$ cat config.mk
export PLATFORM = sky130hd
export DESIGN_NAME = rr_arbiter4
export DESIGN_NICKNAME = d
export VERILOG_FILES = /design/src/rtl/arb_pkg.sv /design/src/rtl/grant_decoder.sv /design/src/rtl/rr_arbiter4.sv
export SDC_FILE = /design/constraint.sdc
export NUM_CORES = 1
export LEC_CHECK = 0
export CORE_AREA = 5 5 42 44
export CTS_CLUSTER_DIAMETER = 30
export DETAILED_ROUTE_END_ITERATION = 12
export DIE_AREA = 0 0 47 49
export PLACE_DENSITY = 0.75
export SLEW_MARGIN = 10
export SYNTH_ARGS = -nofsm -noshare
export SYNTH_HDL_FRONTEND = slang
export SYNTH_SLANG_ARGS = --single-unit
$ cat constraint.sdc
create_clock -name clk -period 1.7 [get_ports clk]
set_input_delay 0.17 -clock clk [delete_from_list [all_inputs] [get_ports clk]]
set_output_delay 0.17 -clock clk [all_outputs]
set_load 0.02 [all_outputs]
$ cat src/rtl/arb_pkg.sv
// Shared definitions for the four-requester round-robin arbiter:
// FSM state encoding, requester count, index width and index rotation.
package arb_pkg;

  localparam int unsigned NUM_REQ = 4;
  localparam int unsigned IDX_W   = 2;

  typedef enum logic [1:0] {
    IDLE,
    GRANT,
    RELEASE
  } state_e;

  // Next requester index, wrapping 3 -> 0.
  function automatic logic [IDX_W-1:0] next_idx(input logic [IDX_W-1:0] idx);
    return idx + 2'd1;
  endfunction

endpackage

$ cat src/rtl/grant_decoder.sv
// 2-to-4 one-hot decoder for the arbiter grant.
// Ports:
//   idx_i     winning/owner index
//   en_i      decode enable; low forces an all-zero output
//   onehot_o  one-hot grant vector
module grant_decoder
  import arb_pkg::*;
(
  input  logic [IDX_W-1:0]   idx_i,
  input  logic               en_i,
  output logic [NUM_REQ-1:0] onehot_o
);

  always_comb begin
    onehot_o = '0;
    if (en_i) onehot_o[idx_i] = 1'b1;
  end

endmodule

$ cat src/rtl/rr_arbiter4.sv
// Four-requester round-robin arbiter with a mandatory dead cycle between
// owners. Optional hold-time limit compiled in with `define ARB_TIMEOUT_EN.
// Ports:
//   clk        rising-edge clock
//   rst_n      asynchronous active-low reset
//   en         global enable; low releases the owner and blocks new grants
//   req[3:0]   level requests, held while ownership is wanted
//   gnt[3:0]   one-hot grant, zero when no owner
//   gnt_idx    current owner index, holds last owner while gnt is zero
//   gnt_valid  high while gnt is non-zero
//   timeout    one-cycle pulse on a forced release (0 without ARB_TIMEOUT_EN)
// Parameters:
//   HOLD_MAX   max consecutive grant cycles per owner (1..255), timeout build only
module rr_arbiter4
  import arb_pkg::*;
#(
  parameter int unsigned HOLD_MAX = 15
) (
  input  logic               clk,
  input  logic               rst_n,
  input  logic               en,
  input  logic [NUM_REQ-1:0] req,
  output logic [NUM_REQ-1:0] gnt,
  output logic [IDX_W-1:0]   gnt_idx,
  output logic               gnt_valid,
  output logic               timeout
);

  state_e           state_q, state_d;
  logic [IDX_W-1:0] ptr_q, ptr_d;
  logic [IDX_W-1:0] idx_q, idx_d;
  logic [IDX_W-1:0] win_idx;
  logic             win_found;
  logic             expire;

  // Search order ptr, ptr+1, ptr+2, ptr+3. Iterating from the farthest offset
  // down lets the nearest requesting offset overwrite and win.
  always_comb begin
    win_found = 1'b0;
    win_idx   = ptr_q;
    for (int unsigned i = NUM_REQ; i > 0; i--) begin
      if (req[ptr_q + IDX_W'(i - 1)]) begin
        win_found = 1'b1;
        win_idx   = ptr_q + IDX_W'(i - 1);
      end
    end
  end

  always_comb begin
    state_d = state_q;
    ptr_d   = ptr_q;
    idx_d   = idx_q;
    unique case (state_q)
      IDLE, RELEASE: begin
        if (en && win_found) begin
          state_d = GRANT;
          idx_d   = win_idx;
        end else begin
          state_d = IDLE;
        end
      end
      GRANT: begin
        if (!en || !req[idx_q] || expire) begin
          state_d = RELEASE;
          ptr_d   = next_idx(idx_q);
        end
      end
      default: state_d = IDLE;
    endcase
  end

  always_ff @(posedge clk or negedge rst_n) begin
    if (!rst_n) begin
      state_q <= IDLE;
      ptr_q   <= '0;
      idx_q   <= '0;
    end else begin
      state_q <= state_d;
      ptr_q   <= ptr_d;
      idx_q   <= idx_d;
    end
  end

`ifdef ARB_TIMEOUT_EN
  localparam int unsigned CNT_W = $clog2(HOLD_MAX + 1);

  logic [CNT_W-1:0] cnt_q, cnt_d;
  logic             timeout_q, timeout_d;

  // Counter reads HOLD_MAX-1 during the HOLD_MAX-th grant cycle.
  assign expire = (state_q == GRANT) && (cnt_q == CNT_W'(HOLD_MAX - 1));

  always_comb begin
    cnt_d     = cnt_q;
    timeout_d = 1'b0;
    if (state_q != GRANT) begin
      cnt_d = '0;
    end else begin
      if (cnt_q != CNT_W'(HOLD_MAX)) cnt_d = cnt_q + 1'b1;
      // Only a release caused purely by expiry counts as forced.
      timeout_d = expire && en && req[idx_q];
    end
  end

  always_ff @(posedge clk or negedge rst_n) begin
    if (!rst_n) begin
      cnt_q     <= '0;
      timeout_q <= 1'b0;
    end else begin
      cnt_q     <= cnt_d;
      timeout_q <= timeout_d;
    end
  end

  assign timeout = timeout_q;
`else
  assign expire  = 1'b0;
  assign timeout = 1'b0;
`endif

  grant_decoder u_dec (
    .idx_i    (idx_q),
    .en_i     (state_q == GRANT),
    .onehot_o (gnt)
  );

  assign gnt_idx   = idx_q;
  assign gnt_valid = (state_q == GRANT);

endmodule
==> results.md <==
* Clock power share at 0.143
* Highest routed metal layer: met3
* Initial antenna violation count at 0
* Sequential share of power at 0.340
* YS warnings at 0
* Die Wd at 47 µm
* Switching part of the total at 0.414
* CP Data Arrival Time at 1.38 ns
* Post-synth EDFFs at 0
* Layout Nets at 79
* Register area share after synthesis at 0.309
* Final hold vios at 0
* # rows at 14
* Share of cells above drive strength 1 at 0.167
* Yosys cell types at 26
* Met2 routed WL at 486 µm
* Final Cycle Share at 0.913
* Vias in the first global route at 406
* Final wirelength at 1010 µm
* Ys flop type: dfrtp_1
* Crit-path max FO at 7
* DR WL/cell at 12.3 µm
* RR Endpoint: ptr_q[0]
* Fraction of registers with async set/reset at 1.00
* Worst hold slack at 0.169 ns
* Max cap viols at 0
* Pin count of the biggest net entering global routing at 8
* Post-DP Area at 636 µm²
* Lkg Pwr at 0.308 nW
* DRC violations left at 0
* Status: finished clean
* CTS tree: built
* Final Setup Violations at 0
* Core area at 1400 µm²
* Clock sinks at 6
* P&R area growth vs syn at 34.8%
* Max-slew violations at 0
* Syn Area/Cell at 9.71 µm²
* Mapped cell area at 485 µm²
* R2R cell count at 3
* Via count at 411
* CTS clk-pin slew, worst paths at 0.05 ns
* Filler cell count at 145
* PD cells at 1350 nW/µm²
* Setup ws final at 0.148 ns
* Syn_nets at 61
* DRT met1 WL at 445 µm
* FF+latch count, synth at 6
* Critical register-to-register path startpoint: gnt_idx[0]
* Gr usage total at 0.0992
* Initial Util at 0.346
* Metal3 WL at 77 µm
* # diodes at 0
* Vias per cell at 5.01
* Global-route wire length before repair at 1680 µm
* Die ar. at 2300 µm²
* DPL Wire Length at 840 µm
* Crit. End Element: output pin
* Die Ht at 49 µm
* Total iterations of the first detailed-routing run at 4
* # Post-CTS Setup Buffers at 0
* CTS Hold Buffers Added at 0
* P_int at 0.000519 W
* Max clock buf depth at 2
* Port Buffers at 13
* TritonCTS Buffers at 3
* NetSw at 0.000366 W
* RD Place Congestion at 0.775
* Finished Cell Area at 654 µm²
* Logic pwr share at 0.517
* Place WS at 0.0555 ns
* Final ANT Viol Nets at 0
* Clock latency on the worst-skew pair at 0.24 ns
* Required time worst endpoint at 1.53 ns
* I/O pin count at 15
* Gr ovfl total at 0
* Crit path kind: reg -> out
* Flop2flop setup slack at 0.35 ns
* Worst Setup Start Kind: flip-flop
* Post-Syn Instances at 50
* Iteration-0 DRC Markers at 5
* Period minus WS final at 1.55 ns
* Worst-case vdd ir drop at 614 µV
* Post-route setup TNS at 0 ns
* Clk_skew at 0.00556 ns
* RSZ-0062 raised after global routing: false
* Clk root buf: clkbuf_4
* Min-delay worst type: in -> async
* Fmax at 0.644 GHz
* CTS H-Tree Depth at 1
[power by group through the flow]
stage	Clock, W	Combinational, W	Sequential, W
5_1_grt	0.000139	0.000518	0.000316
6_report	0.000126	0.000458	0.000301
3_5_place_dp	0	0.000486	0.000299
4_1_cts	0.000135	0.000466	0.000298
2_1_floorplan	0	0.000284	0.000302
3_3_place_gp	0	0.000482	0.000293
[flip-flops by register name, summed over array words and instances (netlist names)]
name	count
ptr_q	2
gnt_idx	2
state_q	2
[how the worst max path moves through the flow]
stage	end	slack (ns)	cells after the start	from
final	gnt[0]	0.15	4	gnt_idx[0]
after global routing	gnt[1]	0.05	4	gnt_idx[1]
after CTS	gnt[1]	0.08	4	gnt_idx[1]
after detailed placement	ptr_q[0]	0.06	4	req[2]
after global placement	ptr_q[0]	0.02	4	req[1]
after floorplan	ptr_q[0]	0.28	3	gnt_idx[0]
[cell usage after synthesis, types with 2 or more instances]
cell type	number	area [µm²]
ha_1	4	50.1
inv_1	6	22.5
mux2_1	2	22.5
dfrtp_1	6	150
nand2_1	2	7.51
mux2i_1	3	30.0
and2_1	4	25.0
nor2b_1	2	12.5
o21ai_0	2	10.0
nand2b_1	3	18.8
[metrics by stage]
step                       util  std cells  power [W]
after floorplan               -         50   0.000586
after global placement    0.454         79   0.000774
after detailed placement  0.454         79   0.000785
after CTS                 0.466         82   0.000899
after global routing      0.467         82   0.000973
final                     0.467         82   0.000886
[critical path, stage by stage, from the launching register on]
cell           delay [ns]
dfrtp_2              0.43
inv_1                0.09
ha_1                 0.19
and2_1               0.12
dlygate4sd2_1        0.31
[routing by layer]
metal | track usage | vias up
li1 | - | 207
met1 | 0.132 | 194
met2 | 0.143 | 10
met3 | 0.0332 | 0
met4 | 0.0415 | 0
met5 | 0 | -
[cell usage in the layout (no fill, tap or decap)]
cell type / instances
inv_1: 6
o21ai_0: 2
or2_4: 1
nor2_1: 1
clkdlybuf4s50_1: 8
ha_1: 4
dlygate4sd2_1: 5
dfrtp_2: 2
buf_4: 1
mux2i_1: 3
a2111oi_0: 1
nand2b_1: 3
o31ai_1: 1
and2_1: 4
o41ai_2: 1
conb_1: 1
nor3b_1: 1
nor2b_1: 2
nor4_2: 1
mux2_2: 1
o221ai_2: 1
o21ai_1: 1
a211oi_1: 1
dfrtp_1: 4
o32ai_1: 1
a21oi_1: 1
nand2_1: 2
clkbuf_4: 3
and2b_1: 1
mux2_1: 2
[kinds of logic (layout without fill, tap and decap cells)]
logic type                 after synthesis  after routing  synth area share
and+or+nand+nor                         16             16             0.214
AOI/OAI and AO/OA                       10             10             0.173
buffers and inverters                    7             23            0.0619
other                                    1              1           0.00772
adders and majority gates                4              4             0.103
muxes                                    6              6             0.131
DFF                                      6              6             0.309
[final cells by class]
type                            instances  area, µm²  share of cell area
Tap cell                               16       20.0              0.0306
Multi-Input combinational cell         37        305               0.467
Timing Repair Buffer                   14        131               0.201
Inverter                                6       22.5              0.0344
Clock buffer                            3       22.5              0.0344
Sequential cell                         6        153               0.233
[timing repair]
action,in CTS,in global routing
gates resized for setup,6,1
hold endpoints to repair,0,0
endpoints found under the setup margin,5,1
pin swaps,0,0
Power figures use the tool's default switching activity.
==> patch 1 (same flow settings) <==
Encoding of `state_e`: now one-hot (3 bits for 3 states).
--- a/src/rtl/arb_pkg.sv
+++ b/src/rtl/arb_pkg.sv
@@ -5,10 +5,10 @@
   localparam int unsigned NUM_REQ = 4;
   localparam int unsigned IDX_W   = 2;
 
-  typedef enum logic [1:0] {
-    IDLE,
-    GRANT,
-    RELEASE
+  typedef enum logic [2:0] {
+    IDLE    = 3'b001,
+    GRANT   = 3'b010,
+    RELEASE = 3'b100
   } state_e;
 
   // Next requester index, wrapping 3 -> 0.
Check against the original RTL: no difference found for any inputs over 10 cycles, from zero or initial values and one cycle with rst_n low; not proved beyond that.
==> patch 1 against the unedited design <==
Worst setup slack lost 58 ps. Non-clock buffer count grew 8. Critical path type is now register to register. Via count grew 3.9%. Synthesized area grew 2.1%. Sequential cell count grew 1. Worst hold slack is essentially flat. Synthesized cell count shrank 6.0%. Design area grew 11%. Power grew 14%. Global-route usage shrank 0.46 points. Clock power grew 20%. Wire length shrank 0.40%. Fmax shrank 3.6%.
==> patch 1: results (changes against the unedited design) <==
The fraction of area in clock buffers and inverters is 0.0361 (was 0.0344). The topmost layer with routed signal wires is met4 (was met3). The global-route track usage on met3 came to 0.0369 (was 0.0332). The power in combinational cells is 488 uW (was 458 uW). The detailed placement HPWL came out at 802 um (was 840 um). The number of global-route vias before repair is 387 (was 406). The worst setup timing slack at the placement stage came out at -55.0 ps (was 55.5 ps). The peak supply drop is 0.744 mV (was 0.614 mV).

The area of combinational cells with multiple inputs came out at 289 sq um (was 305 sq um). Status: complete, no violations (unchanged). The part of the Yosys area used for sequential elements came out at 0.356 (was 0.309). The cell type of the slowest stage on the worst timing path was mux4_2 (was dfrtp_2). The global placer's final weighted congestion came to 0.824 (was 0.775). The synthesized-area fraction occupied by xor and xnor cells came to 0.0177 (was 0). Cell types with the highest counts after synthesis: dfrtp_1, inv_1, and2_1, ha_1, nor2_1 (was dfrtp_1, inv_1, and2_1, ha_1). The average detailed-routed wire length per instance came out at 11.4 um (was 12.3 um). The combinational cell fraction of total power is 0.481 (was 0.517).

The critical path's largest stage delay came out at 560 ps (was 430 ps). The mean area per synthesized cell is 10.5 sq um (was 9.71 sq um). The share of final layout cell area taken by non-clock buffers came out at 0.263 (was 0.201). The met3 routed wirelength came out at 91 um (was 77 um). The sequential share of cell area came out at 0.246 (was 0.233).

The worst clock skew was 5.19 ps (was 5.56 ps). The leakage power total is 0.000347 uW (was 0.000308 uW). The clock net sink count came to 7 (was 6). The non-clock buffer count in the final layout is 22 (was 14).
## patch 1: changes by cell type after synthesis, moves of 2 or more
cell / change
mux2_1: -2
nand2_1: -2
o22ai_1: +3
mux2i_1: -3
nand2b_1: -3
nor2_1: +3
a31oi_1: +2
## patch 1: repair_timing
| item | CTS | global route |
|---|---|---|
| resized for setup | 5 | 1 |
| hold buffers | 0 | 0 |
| endpoints found under the setup margin | 5 | 1 |
| endpoints found under the hold margin | 0 | 0 |
## patch 1: worst paths after layout
kind | from | endpoint | slack (ps)
min in group clk | gnt_idx[0] | ptr_q[0] | 560
setup reg to reg | gnt_idx[1] | ptr_q[1] | 90
max in group asynchronous | rst_n | state_q[0] | 1240
hold / removal | rst_n | gnt_idx[0] | 170
setup / recovery | gnt_idx[1] | ptr_q[1] | 90
hold reg to reg | gnt_idx[0] | ptr_q[0] | 560
## patch 1: worst max-delay path: cells and delay by family, from the launching register on
kind            cells  cell delay [ps]
compound gates      1              200
mux                 2              870
flops               1              430
==> patch 2 (same flow settings) <==
Without the edit above. The package constant `NUM_REQ` goes from 4 to 2.
--- a/src/rtl/arb_pkg.sv
+++ b/src/rtl/arb_pkg.sv
@@ -2,7 +2,7 @@
 // FSM state encoding, requester count, index width and index rotation.
 package arb_pkg;
 
-  localparam int unsigned NUM_REQ = 4;
+  localparam int unsigned NUM_REQ = 2;
   localparam int unsigned IDX_W   = 2;
 
   typedef enum logic [1:0] {
Ports: changed (resized gnt and req); port bits go from 15 to 11. No check against the original RTL was run, so the function may have changed too.
==> patch 2 against the unedited design <==
Sequential share of layout area grew 8.4 points. Count of clock-buffer cells in the layout is the same. Worst setup slack lost 68 ps. Design area shrank 28%. Combinational power shrank 40%. Wire length shrank 34%. Synthesized area shrank 29%. Synthesized cell count shrank 36%. Power shrank 27%. Via count shrank 36%. Global-route usage shrank 2.9 points. Sequential cell count is the same. Largest cell class unchanged.
==> patch 2: results (changes against the unedited design) <==
The part of the Yosys area used for sequential elements came to 0.438 (was 0.309). The largest net degree at the start of global routing came out at 7 (was 8). The worst clock skew is 0.278 ps (was 5.56 ps). Cell types with the highest counts after synthesis: dfrtp_1, inv_1 (was dfrtp_1, inv_1, and2_1, ha_1).

The first-pass GRT wire length was 1090 um (was 1680 um). The instance count after placement with tap cells included is 57 (was 79). The signal arrival time at the worst endpoint is 1450 ps (was 1380 ps). The net count of the finished layout came to 53 (was 79). The part of the cycle the worst path needs came out at 0.953 (was 0.913). The async set-or-reset flop fraction in the synthesized netlist came to 1.00 (unchanged). The number of non-filler instances in the completed layout came out at 60 (was 82).

The flop-to-flop setup slack is 380 ps (was 350 ps). The internal power contribution is 423 uW (was 519 uW). The DRC violation total after the first TritonRoute iteration was 8 (was 5).

The fraction of final layout cells with drive strength greater than 1 was 0.182 (was 0.167). The count of unique library cells instantiated by Yosys is 19 (was 26). The global placer's final weighted congestion came out at 0.773 (was 0.775). The worst setup timing slack at the placement stage was 164 ps (was 55.5 ps).

The average detailed-routed wire length per instance is 11.1 um (was 12.3 um). The number of global-route vias before repair came out at 246 (was 406). The number of CTS-inserted buffers is 3 (unchanged).

The start point of the critical path was state_q[1] (was gnt_idx[0]). Status: complete, no violations (unchanged). The peak supply drop is 0.449 mV (was 0.614 mV). The reg-to-reg endpoint is ptr_q[0] (unchanged). The total routing resource utilization after global routing came out at 0.0702 (was 0.0992). The complex-gate fraction of the synthesized area is 0.157 (was 0.173).

The via-per-instance ratio came to 4.40 (was 5.01). The endpoint of the most critical setup path is gnt_valid (was gnt[0]). The placed cell area came out at 453 sq um (was 636 sq um).

Leading cell types by total area after synthesis: dfrtp_1, mux2_4, ha_1 (was dfrtp_1, ha_1, mux2i_1). The post-synth net total is 39 (was 61). The number of port buffers came out at 9 (was 13).

The share of synthesized cell area in full adder, half adder and majority cells came out at 0.0730 (was 0.103). The insertion delay to the later sink of the worst-skew pair came to 240 ps (about the same). The number of search-and-repair iterations in the first detailed-routing pass was 2 (was 4). The leakage power total came out at 0.000223 uW (was 0.000308 uW). The biggest fanout along the worst timing path came out at 4 (was 7).

The mean area per synthesized cell came out at 10.7 sq um (was 9.71 sq um). The post-synthesis mux area share came out at 0.117 (was 0.131). The detailed placement HPWL came out at 560 um (was 840 um).
patch 2: cell count changes after synthesis, sizes merged, moves of 2 or more:
cell	unedited run	this run
mux2i	3	1
nand2b	3	0
ha	4	2
o211ai	0	2
o21ai	3	0
inv	6	3
and2	4	2
patch 2: worst min-delay path by stage:
stage	slack, ps	from	cells after the start	to
finish	170	rst_n	1	ptr_q[1]
global route	180	rst_n	1	ptr_q[1]
CTS	170	rst_n	1	ptr_q[1]
detailed placement	430	rst_n	1	ptr_q[1]
global placement	420	rst_n	1	ptr_q[1]
floorplan	-130	rst_n	0	gnt_idx[0]
patch 2: what timing repair did:
item	in CTS	in global routing
buffers inserted	0	0
resized for setup	2	0
endpoints found under the setup margin	2	0
patch 2: routing by layer:
layer,track usage,part of all wire,vias up
li1,-,-,134
met3,0.0258,0.097,0
met5,0,0,-
met1,0.0919,0.42,123
met2,0.0814,0.48,7
met4,0.0691,0,0
patch 2: critical path, stage by stage, from the launching register on:
cell             delay, ps
dfrtp_1                370
and2b_1                230
clkdlybuf4s50_1        610
patch 2: cell families after synthesis:
family | count (synthesis)
and+or+nand+nor | 9
adders and majority gates | 2
buffers and inverters | 4
other | 1
muxes | 3
DFF | 6
AOI/OAI and AO/OA | 7
patch 2: layout make-up:
class,count,area (sq um)
clock buffer,3,22.5
inverter,3,11.3
multi-input combinational,22,174
timing repair buffer,10,95.1
sequential,6,150
fill,151,928
tap,16,20.0
patch 2: power by group through the flow:
stage	combinational, uW	sequential, uW	clock (uW)
6_report	277	242	124
2_1_floorplan	156	257	0
5_1_grt	303	250	144
4_1_cts	283	240	134
3_5_place_dp	286	242	0
3_3_place_gp	280	239	0
